==> src/rtl/keypad_scanner_pkg.sv <==
// rtl/keypad_scanner_pkg.sv - shared types and key map for the keypad scanner
package keypad_scanner_pkg;

  typedef enum logic [1:0] {
    ST_IDLE,
    ST_PRESS_DB,
    ST_HELD,
    ST_RELEASE_DB
  } kp_state_e;

  typedef enum logic [1:0] {
    FR_NONE,
    FR_SINGLE,
    FR_MULTI
  } frame_kind_e;

  // Indexed by {col[1:0], row[1:0]}; row0 is the top row.
  localparam logic [15:0][3:0] KEY_MAP = {
    4'hD, 4'hC, 4'hB, 4'hA,
    4'hE, 4'h9, 4'h6, 4'h3,
    4'hF, 4'h8, 4'h5, 4'h2,
    4'h0, 4'h7, 4'h4, 4'h1
  };

endpackage

==> src/rtl/keypad_frame_scan.sv <==
// rtl/keypad_frame_scan.sv - row synchronizer, column strobe rotation and per-frame key classification
module keypad_frame_scan
  import keypad_scanner_pkg::*;
#(
  parameter int N_SETTLE = 1000
) (
  input  logic        clk_i,
  input  logic        rst_ni,
  input  logic [3:0]  row_i,
  output logic [3:0]  col_o,
  output logic        frame_valid_o,
  output frame_kind_e frame_kind_o,
  output logic [3:0]  frame_code_o
);
  localparam int CW = (N_SETTLE > 1) ? $clog2(N_SETTLE) : 1;
  localparam logic [CW-1:0] SETTLE_LAST = CW'(N_SETTLE - 1);

  logic [CW-1:0] settle_q, settle_d;
  logic [1:0]    col_idx_q, col_idx_d;
  logic [3:0]    col_q, col_d;
  logic [3:0]    row_s1_q, row_s2_q;
  logic [1:0]    hits_q, hits_d;
  logic [3:0]    code_q, code_d;

  logic          capture;
  logic [3:0]    low;
  logic [1:0]    col_hits;
  logic [1:0]    row_idx;
  logic [1:0]    hits_base;
  logic [2:0]    hits_sum;

  always_comb begin
    capture   = (settle_q == SETTLE_LAST);
    low       = ~row_s2_q;
    col_hits  = 2'd2;
    row_idx   = 2'd0;
    case (low)
      4'b0000: col_hits = 2'd0;
      4'b0001: begin col_hits = 2'd1; row_idx = 2'd0; end
      4'b0010: begin col_hits = 2'd1; row_idx = 2'd1; end
      4'b0100: begin col_hits = 2'd1; row_idx = 2'd2; end
      4'b1000: begin col_hits = 2'd1; row_idx = 2'd3; end
      default: col_hits = 2'd2;
    endcase
    // Hit count saturates at 2: anything beyond "one key" is just MULTI.
    hits_base = (col_idx_q == 2'd0) ? 2'd0 : hits_q;
    hits_sum  = {1'b0, hits_base} + {1'b0, col_hits};
    hits_d    = (hits_sum >= 3'd2) ? 2'd2 : hits_sum[1:0];
    code_d    = (col_hits == 2'd1) ? KEY_MAP[{col_idx_q, row_idx}] : code_q;

    settle_d  = capture ? '0 : settle_q + 1'b1;
    col_idx_d = capture ? col_idx_q + 2'd1 : col_idx_q;
    col_d     = capture ? {col_q[2:0], col_q[3]} : col_q;

    frame_valid_o = capture && (col_idx_q == 2'd3);
    frame_code_o  = code_d;
    case (hits_d)
      2'd0:    frame_kind_o = FR_NONE;
      2'd1:    frame_kind_o = FR_SINGLE;
      default: frame_kind_o = FR_MULTI;
    endcase
  end

  always_ff @(posedge clk_i or negedge rst_ni) begin
    if (!rst_ni) begin
      settle_q  <= '0;
      col_idx_q <= 2'd0;
      col_q     <= 4'b1110;
      row_s1_q  <= 4'hF;
      row_s2_q  <= 4'hF;
      hits_q    <= 2'd0;
      code_q    <= 4'h0;
    end else begin
      settle_q  <= settle_d;
      col_idx_q <= col_idx_d;
      col_q     <= col_d;
      row_s1_q  <= row_i;
      row_s2_q  <= row_s1_q;
      if (capture) begin
        hits_q <= hits_d;
        code_q <= code_d;
      end
    end
  end

  assign col_o = col_q;

endmodule

==> src/rtl/keypad_scanner.sv <==
// rtl/keypad_scanner.sv - 4x4 keypad scanner: frame debounce FSM and valid/ack key handshake
module keypad_scanner
  import keypad_scanner_pkg::*;
#(
  parameter int N_SETTLE = 1000,
  parameter int N_STABLE = 4
) (
  input  logic       clk_i,
  input  logic       rst_ni,
  input  logic [3:0] row_i,
  input  logic       ack_i,
  output logic [3:0] col_o,
  output logic [3:0] key_o,
  output logic       key_down_o,
  output logic       key_pulse_o,
  output logic       key_avail_o,
  output logic       overrun_o
);
  localparam int SW = $clog2(N_STABLE + 1);
  localparam logic [SW-1:0] STABLE_N = SW'(N_STABLE);

  logic        frame_valid;
  frame_kind_e frame_kind;
  logic [3:0]  frame_code;

  kp_state_e   state_q, state_d;
  logic [SW-1:0] cnt_q, cnt_d, cnt_inc;
  logic [3:0]  cand_q, cand_d, key_q, key_d;
  logic        down_q, down_d, avail_q, avail_d, overrun_q, overrun_d;
  logic        accept, accept_q, pulse_q, single, same_key;

  keypad_frame_scan #(.N_SETTLE(N_SETTLE)) u_scan (
    .clk_i         (clk_i),
    .rst_ni        (rst_ni),
    .row_i         (row_i),
    .col_o         (col_o),
    .frame_valid_o (frame_valid),
    .frame_kind_o  (frame_kind),
    .frame_code_o  (frame_code)
  );

  always_comb begin
    state_d  = state_q;
    cnt_d    = cnt_q;
    cand_d   = cand_q;
    key_d    = key_q;
    down_d   = down_q;
    accept   = 1'b0;
    cnt_inc  = cnt_q + 1'b1;
    single   = (frame_kind == FR_SINGLE);
    same_key = single && (frame_code == key_q);
    if (frame_valid) begin
      case (state_q)
        ST_IDLE: if (single) begin
          cand_d = frame_code;
          cnt_d  = 1;
          if (N_STABLE == 1) accept = 1'b1;
          else               state_d = ST_PRESS_DB;
        end
        ST_PRESS_DB: begin
          if (!single) begin
            state_d = ST_IDLE;
          end else if (frame_code != cand_q) begin
            cand_d = frame_code;
            cnt_d  = 1;
          end else if (cnt_inc == STABLE_N) begin
            accept = 1'b1;
          end else begin
            cnt_d = cnt_inc;
          end
        end
        ST_HELD: if (!same_key) begin
          cnt_d = 1;
          if (N_STABLE == 1) begin
            down_d  = 1'b0;
            state_d = ST_IDLE;
          end else begin
            state_d = ST_RELEASE_DB;
          end
        end
        default: begin
          if (same_key) begin
            state_d = ST_HELD;
          end else if (cnt_inc == STABLE_N) begin
            down_d  = 1'b0;
            state_d = ST_IDLE;
          end else begin
            cnt_d = cnt_inc;
          end
        end
      endcase
    end
    if (accept) begin
      key_d   = frame_code;
      down_d  = 1'b1;
      state_d = ST_HELD;
    end
    // A same-cycle ack consumes the old key, so the new one is not an overrun.
    if (accept) begin
      avail_d   = 1'b1;
      overrun_d = avail_q && !ack_i;
    end else if (ack_i && avail_q) begin
      avail_d   = 1'b0;
      overrun_d = 1'b0;
    end else begin
      avail_d   = avail_q;
      overrun_d = overrun_q;
    end
  end

  always_ff @(posedge clk_i or negedge rst_ni) begin
    if (!rst_ni) begin
      state_q   <= ST_IDLE;
      cnt_q     <= '0;
      cand_q    <= 4'h0;
      key_q     <= 4'h0;
      down_q    <= 1'b0;
      avail_q   <= 1'b0;
      overrun_q <= 1'b0;
      accept_q  <= 1'b0;
      pulse_q   <= 1'b0;
    end else begin
      state_q   <= state_d;
      cnt_q     <= cnt_d;
      cand_q    <= cand_d;
      key_q     <= key_d;
      down_q    <= down_d;
      avail_q   <= avail_d;
      overrun_q <= overrun_d;
      accept_q  <= accept;
      pulse_q   <= accept_q;
    end
  end

  assign key_o       = key_q;
  assign key_down_o  = down_q;
  assign key_pulse_o = pulse_q;
  assign key_avail_o = avail_q;
  assign overrun_o   = overrun_q;

endmodule

==> config.mk <==
export PLATFORM = sky130hd
export DESIGN_NAME = keypad_scanner
export DESIGN_NICKNAME = d
export VERILOG_FILES = /design/src/rtl/keypad_scanner_pkg.sv /design/src/rtl/keypad_frame_scan.sv /design/src/rtl/keypad_scanner.sv
export SDC_FILE = /design/constraint.sdc
export NUM_CORES = 1
export LEC_CHECK = 0
export CAP_MARGIN = 10
export CORE_MARGIN = 2
export CORE_UTILIZATION = 35
export CTS_BUF_LIST = sky130_fd_sc_hd__clkbuf_8 sky130_fd_sc_hd__clkbuf_16
export CTS_CLUSTER_DIAMETER = 60
export DETAILED_ROUTE_END_ITERATION = 6
export MAX_ROUTING_LAYER = met4
export PLACE_DENSITY = 0.61
export REMOVE_ABC_BUFFERS = 1
export SYNTH_ARGS = -nofsm -noshare
export SYNTH_HDL_FRONTEND = slang
export SYNTH_SLANG_ARGS = --single-unit
==> constraint.sdc <==
create_clock -name clk_i -period 3.9 [get_ports clk_i]
set_clock_uncertainty 0.15 [all_clocks]
set_input_delay 0.39 -clock clk_i [delete_from_list [all_inputs] [get_ports clk_i]]
set_output_delay 0.39 -clock clk_i [all_outputs]
set_load 0.01 [all_outputs]
==> load_flow_metrics.sql <==
INSERT INTO impl_metrics (metric_group, metric, value, unit) VALUES
('run', 'timing.max_cap.violations', '0', ''),
('drt', 'antenna_violating_nets_remaining', '0', ''),
('clock_network', 'cts.hold.buffers_added', '0', ''),
('drt', 'iteration_0_drc_count_of_the_detailed_router', '100', ''),
('sta', 'worst_pin_slew', '1.04', 'ns'),
('logic_synthesis', 'synth.yosys.seq_area_share', '0.471', ''),
('drt', 'drcViolationCount', '0', ''),
('drt', 'wl_per_cell', '13.1', 'um'),
('place', 'io_buffer_count', '18', ''),
('clock_network', 'clockBufferDepth', '2', ''),
('drt', 'detailedRoute.firstPassIterationCount', '4', ''),
('drt', 'postRouteWirelength', '4.72', 'mm'),
('final_layout', 'n_fill_cell', '691', ''),
('floorplan', 'core_region_area', '0.00718', 'mm^2'),
('place', 'gp_congestion', '0.867', ''),
('clock_network', 'post-cts-setup-buffer-count', '0', ''),
('floorplan', 'chipWidth', '89.8', 'um'),
('critical_path', 'cp_data_required_time', '3.94', 'ns'),
('clock_network', 'cts.repair.resized', '0', ''),
('pwr', 'leakage', '1.24', 'nW'),
('drt', 'avgViaCountPerCell', '5.05', ''),
('global_routing', 'antenna_found_initial', '0', ''),
('floorplan', 'die_height', '89.8', 'um'),
('sta', 'period_needed', '3.51', 'ns'),
('critical_path', 'worst-setup-path-type', 'register to register', ''),
('logic_synthesis', 'count_of_unique_library_cells_instantiated_by_yosys', '61', ''),
('clock_network', 'cts_max_level', '2', ''),
('logic_synthesis', 'number_of_enable_flip_flop_cells_after_synthesis', '0', ''),
('global_routing', 'grtUsageTotal', '0.133', ''),
('logic_synthesis', 'synthesis.area_per_instance', '10.7', 'um^2'),
('critical_path', 'critical-path-slowest-cell', 'dfstp_2', ''),
('clock_network', 'clockRootBuffer', 'clkbuf_8', ''),
('final_layout', 'post_layout_nonfiller_instances', '360', ''),
('critical_path', 'crit_path_start_kind', 'register', ''),
('place', 'dp_hpwl', '3.36', 'mm'),
('clock_network', 'clkSlewWorstSetupHoldPaths', '0.09', 'ns'),
('final_layout', 'most_used_cells_in_the_layout_excluding_fill_and_tap_cells', '37 x dfrtp_1, 23 x nor2_1, 17 x clkdlybuf4s50_1', ''),
('sta', 'drv_slew', '0', ''),
('floorplan', 'die_area', '0.00807', 'mm^2'),
('logic_synthesis', 'synthesis.instances', '241', ''),
('clock_network', 'clkLatencyLatePin', '0.29', 'ns'),
('critical_path', 'critical_path.max_fanout', '14', ''),
('critical_path', 'setup.reg_to_reg.worst_slack', '0.39', 'ns'),
('floorplan', 'row_count', '31', ''),
('clock_network', 'numCtsBuffers', '5', ''),
('logic_synthesis', 'yosys_warnings', '0', ''),
('sta', 'min_period_over_period', '0.900', ''),
('critical_path', 'worst-path-buf-inv', '2', ''),
('drt', 'detailroute.via_count', '1819', ''),
('global_routing', 'largest_net_degree_at_the_start_of_global_routing', '49', ''),
('sta', 'fin_tns_setup', '0', 'ns'),
('place', 'place_inst', '352', ''),
('pwr', 'irDropWorstVdd', '0.000165', 'V'),
('global_routing', 'grt_pass1_wl', '8.58', 'mm'),
('logic_synthesis', 'synth_async_sr_flop_share', '1.00', ''),
('final_layout', 'drive_gt1_frac', '0.169', ''),
('final_layout', 'fin_nets', '277', ''),
('sta', 'timing.final.setup_violations', '0', ''),
('floorplan', 'starting_density_of_the_core', '0.359', ''),
('pwr', 'power_density', '299', 'mW/mm^2'),
('hold_path', 'holdCritPathClass', 'primary input to asynchronous set/reset pin', ''),
('global_routing', 'first_global_vias', '1829', ''),
('final_layout', 'area.growth.synth_to_final', '14.0', '%'),
('clock_network', 'cts_sinks', '48', ''),
('critical_path', 'critPathMaxStageDelay', '0.71', 'ns'),
('clock_network', 'tritoncts', 'built', ''),
('critical_path', 'timing.critical_path.to_type', 'register', ''),
('final_layout', 'antenna_cells', '0', ''),
('critical_path', 'worstPathCellList', 'nand2_1 > o22a_4 > inv_1 > ha_1 > inv_1 > fa_1 > nand3_1 > nor4_1 > nand3_1 > mux2_4', ''),
('sta', 'setup_repair_after_global_routing_missed_its_margin', 'no', ''),
('logic_synthesis', 'syn-cell-area', '0.00258', 'mm^2'),
('sta', 'fmax', '0.285', 'GHz'),
('status', 'status', 'finished clean', ''),
('sta', 'hold_viol_final', '0', ''),
('sta', 'max_transition_margin', '0.307', ''),
('critical_path', 'cp.arrival', '3.54', 'ns'),
('critical_path', 'family_with_the_most_delay_on_the_worst_path', 'simple AND/OR/NAND/NOR gates', ''),
('floorplan', 'io_pins', '19', ''),
('logic_synthesis', 'synth_seq_cells', '48', ''),
('final_layout', 'most_common_cell_after_layout_fill_and_taps_aside', 'dfrtp_1', ''),
('logic_synthesis', 'ys.flop_type', 'dfrtp_1', ''),
('global_routing', 'overflow', '0', '');
==> worst paths after layout <==
kind | from | endpoint | cells past startpoint
min in group clk_i | accept_q$_DFF_PN0_ | key_pulse_o$_DFF_PN0_ | 0
worst min-delay path | rst_ni | key_o[3]$_DFFE_PN0P_ | 1
max in group asynchronous | rst_ni | u_scan.settle_q[2]$_DFF_PN0_ | 1
worst max-delay path | u_scan.row_s2_q[1]$_DFF_PN1_ | key_o[1]$_DFFE_PN0P_ | 10
worst max register to register | u_scan.row_s2_q[1]$_DFF_PN1_ | key_o[1]$_DFFE_PN0P_ | 10
worst min register to register | accept_q$_DFF_PN0_ | key_pulse_o$_DFF_PN0_ | 0
==> metrics by stage <==
step	setup slack, ns	cell area, um^2	utilization	hold WS (ns)	power, mW
2_1_floorplan	0.720	2520	-	-0.0556	0.561
4_1_cts	0.384	2940	0.410	0.168	0.893
6_report	0.391	2940	0.410	0.125	0.878
3_5_place_dp	0.399	2850	0.397	0.186	0.589
5_1_grt	0.113	2940	0.410	0.212	0.923
3_3_place_gp	0.502	2850	0.397	0.185	0.588
==> logic make-up (layout without fill, tap and decap cells) <==
| family | after synthesis | after routing | synth area share |
|---|---|---|---|
| AND/OR/NAND/NOR | 80 | 80 | 0.164 |
| adder cells (fa/ha/maj) | 10 | 10 | 0.0514 |
| AO/OA/AOI/OAI | 55 | 55 | 0.164 |
| buffers and inverters | 20 | 40 | 0.0374 |
| XOR/XNOR | 14 | 14 | 0.0505 |
| multiplexers | 14 | 14 | 0.0626 |
| flip-flops | 48 | 48 | 0.471 |
==> cells in the mapped netlist (6+ instances only) <==
cell type | n | share of area
dfrtp_1 | 37 | 0.36
nor2_1 | 23 | 0.033
nand3_1 | 12 | 0.023
dfstp_2 | 11 | 0.11
inv_1 | 11 | 0.016
nand2_1 | 11 | 0.016
a21oi_1 | 10 | 0.019
o21ai_0 | 10 | 0.019
ha_1 | 9 | 0.044
mux2_2 | 9 | 0.039
xnor2_1 | 7 | 0.024
xor2_1 | 6 | 0.020
==> registers in the layout (all words and copies together), names as in the netlist <==
register          flops
overrun_o             1
u_scan.col_o          4
cand_q                4
u_scan.row_s2_q       4
key_down_o            1
u_scan.hits_q         2
u_scan.row_s1_q       4
u_scan.col_idx_q      2
key_avail_o           1
key_pulse_o           1
cnt_q                 3
key_o                 4
state_q               2
u_scan.settle_q      10
accept_q              1
u_scan.code_q         4
==> final cells by class <==
type / instances / area [um^2] / share of cell area
clock buffer: 6 / 82.6 / 0.0281
clock inverter: 2 / 11.3 / 0.00383
multi-input combinational: 173 / 1270 / 0.431
timing repair buffer: 21 / 198 / 0.0673
sequential: 48 / 1210 / 0.413
inverter: 11 / 41.3 / 0.0140
tap: 99 / 124 / 0.0421
==> metal layers <==
layer / wire length (um) / track usage / vias up
met5: 0 / - / -
met4: 106 / 0.0538 / 0
met3: 118 / 0.0277 / 9
met2: 2270 / 0.210 / 20
met1: 2220 / 0.168 / 880
li1: - / - / 910
==> where the power goes <==
group	total [mW]	internal (mW)	switching (mW)	leakage, nW
sequential	0.516	0.506	0.00944	0.616
combinational	0.0634	0.0256	0.0378	0.573
clock	0.299	0.142	0.158	0.0486
Power figures use the tool's default switching activity.
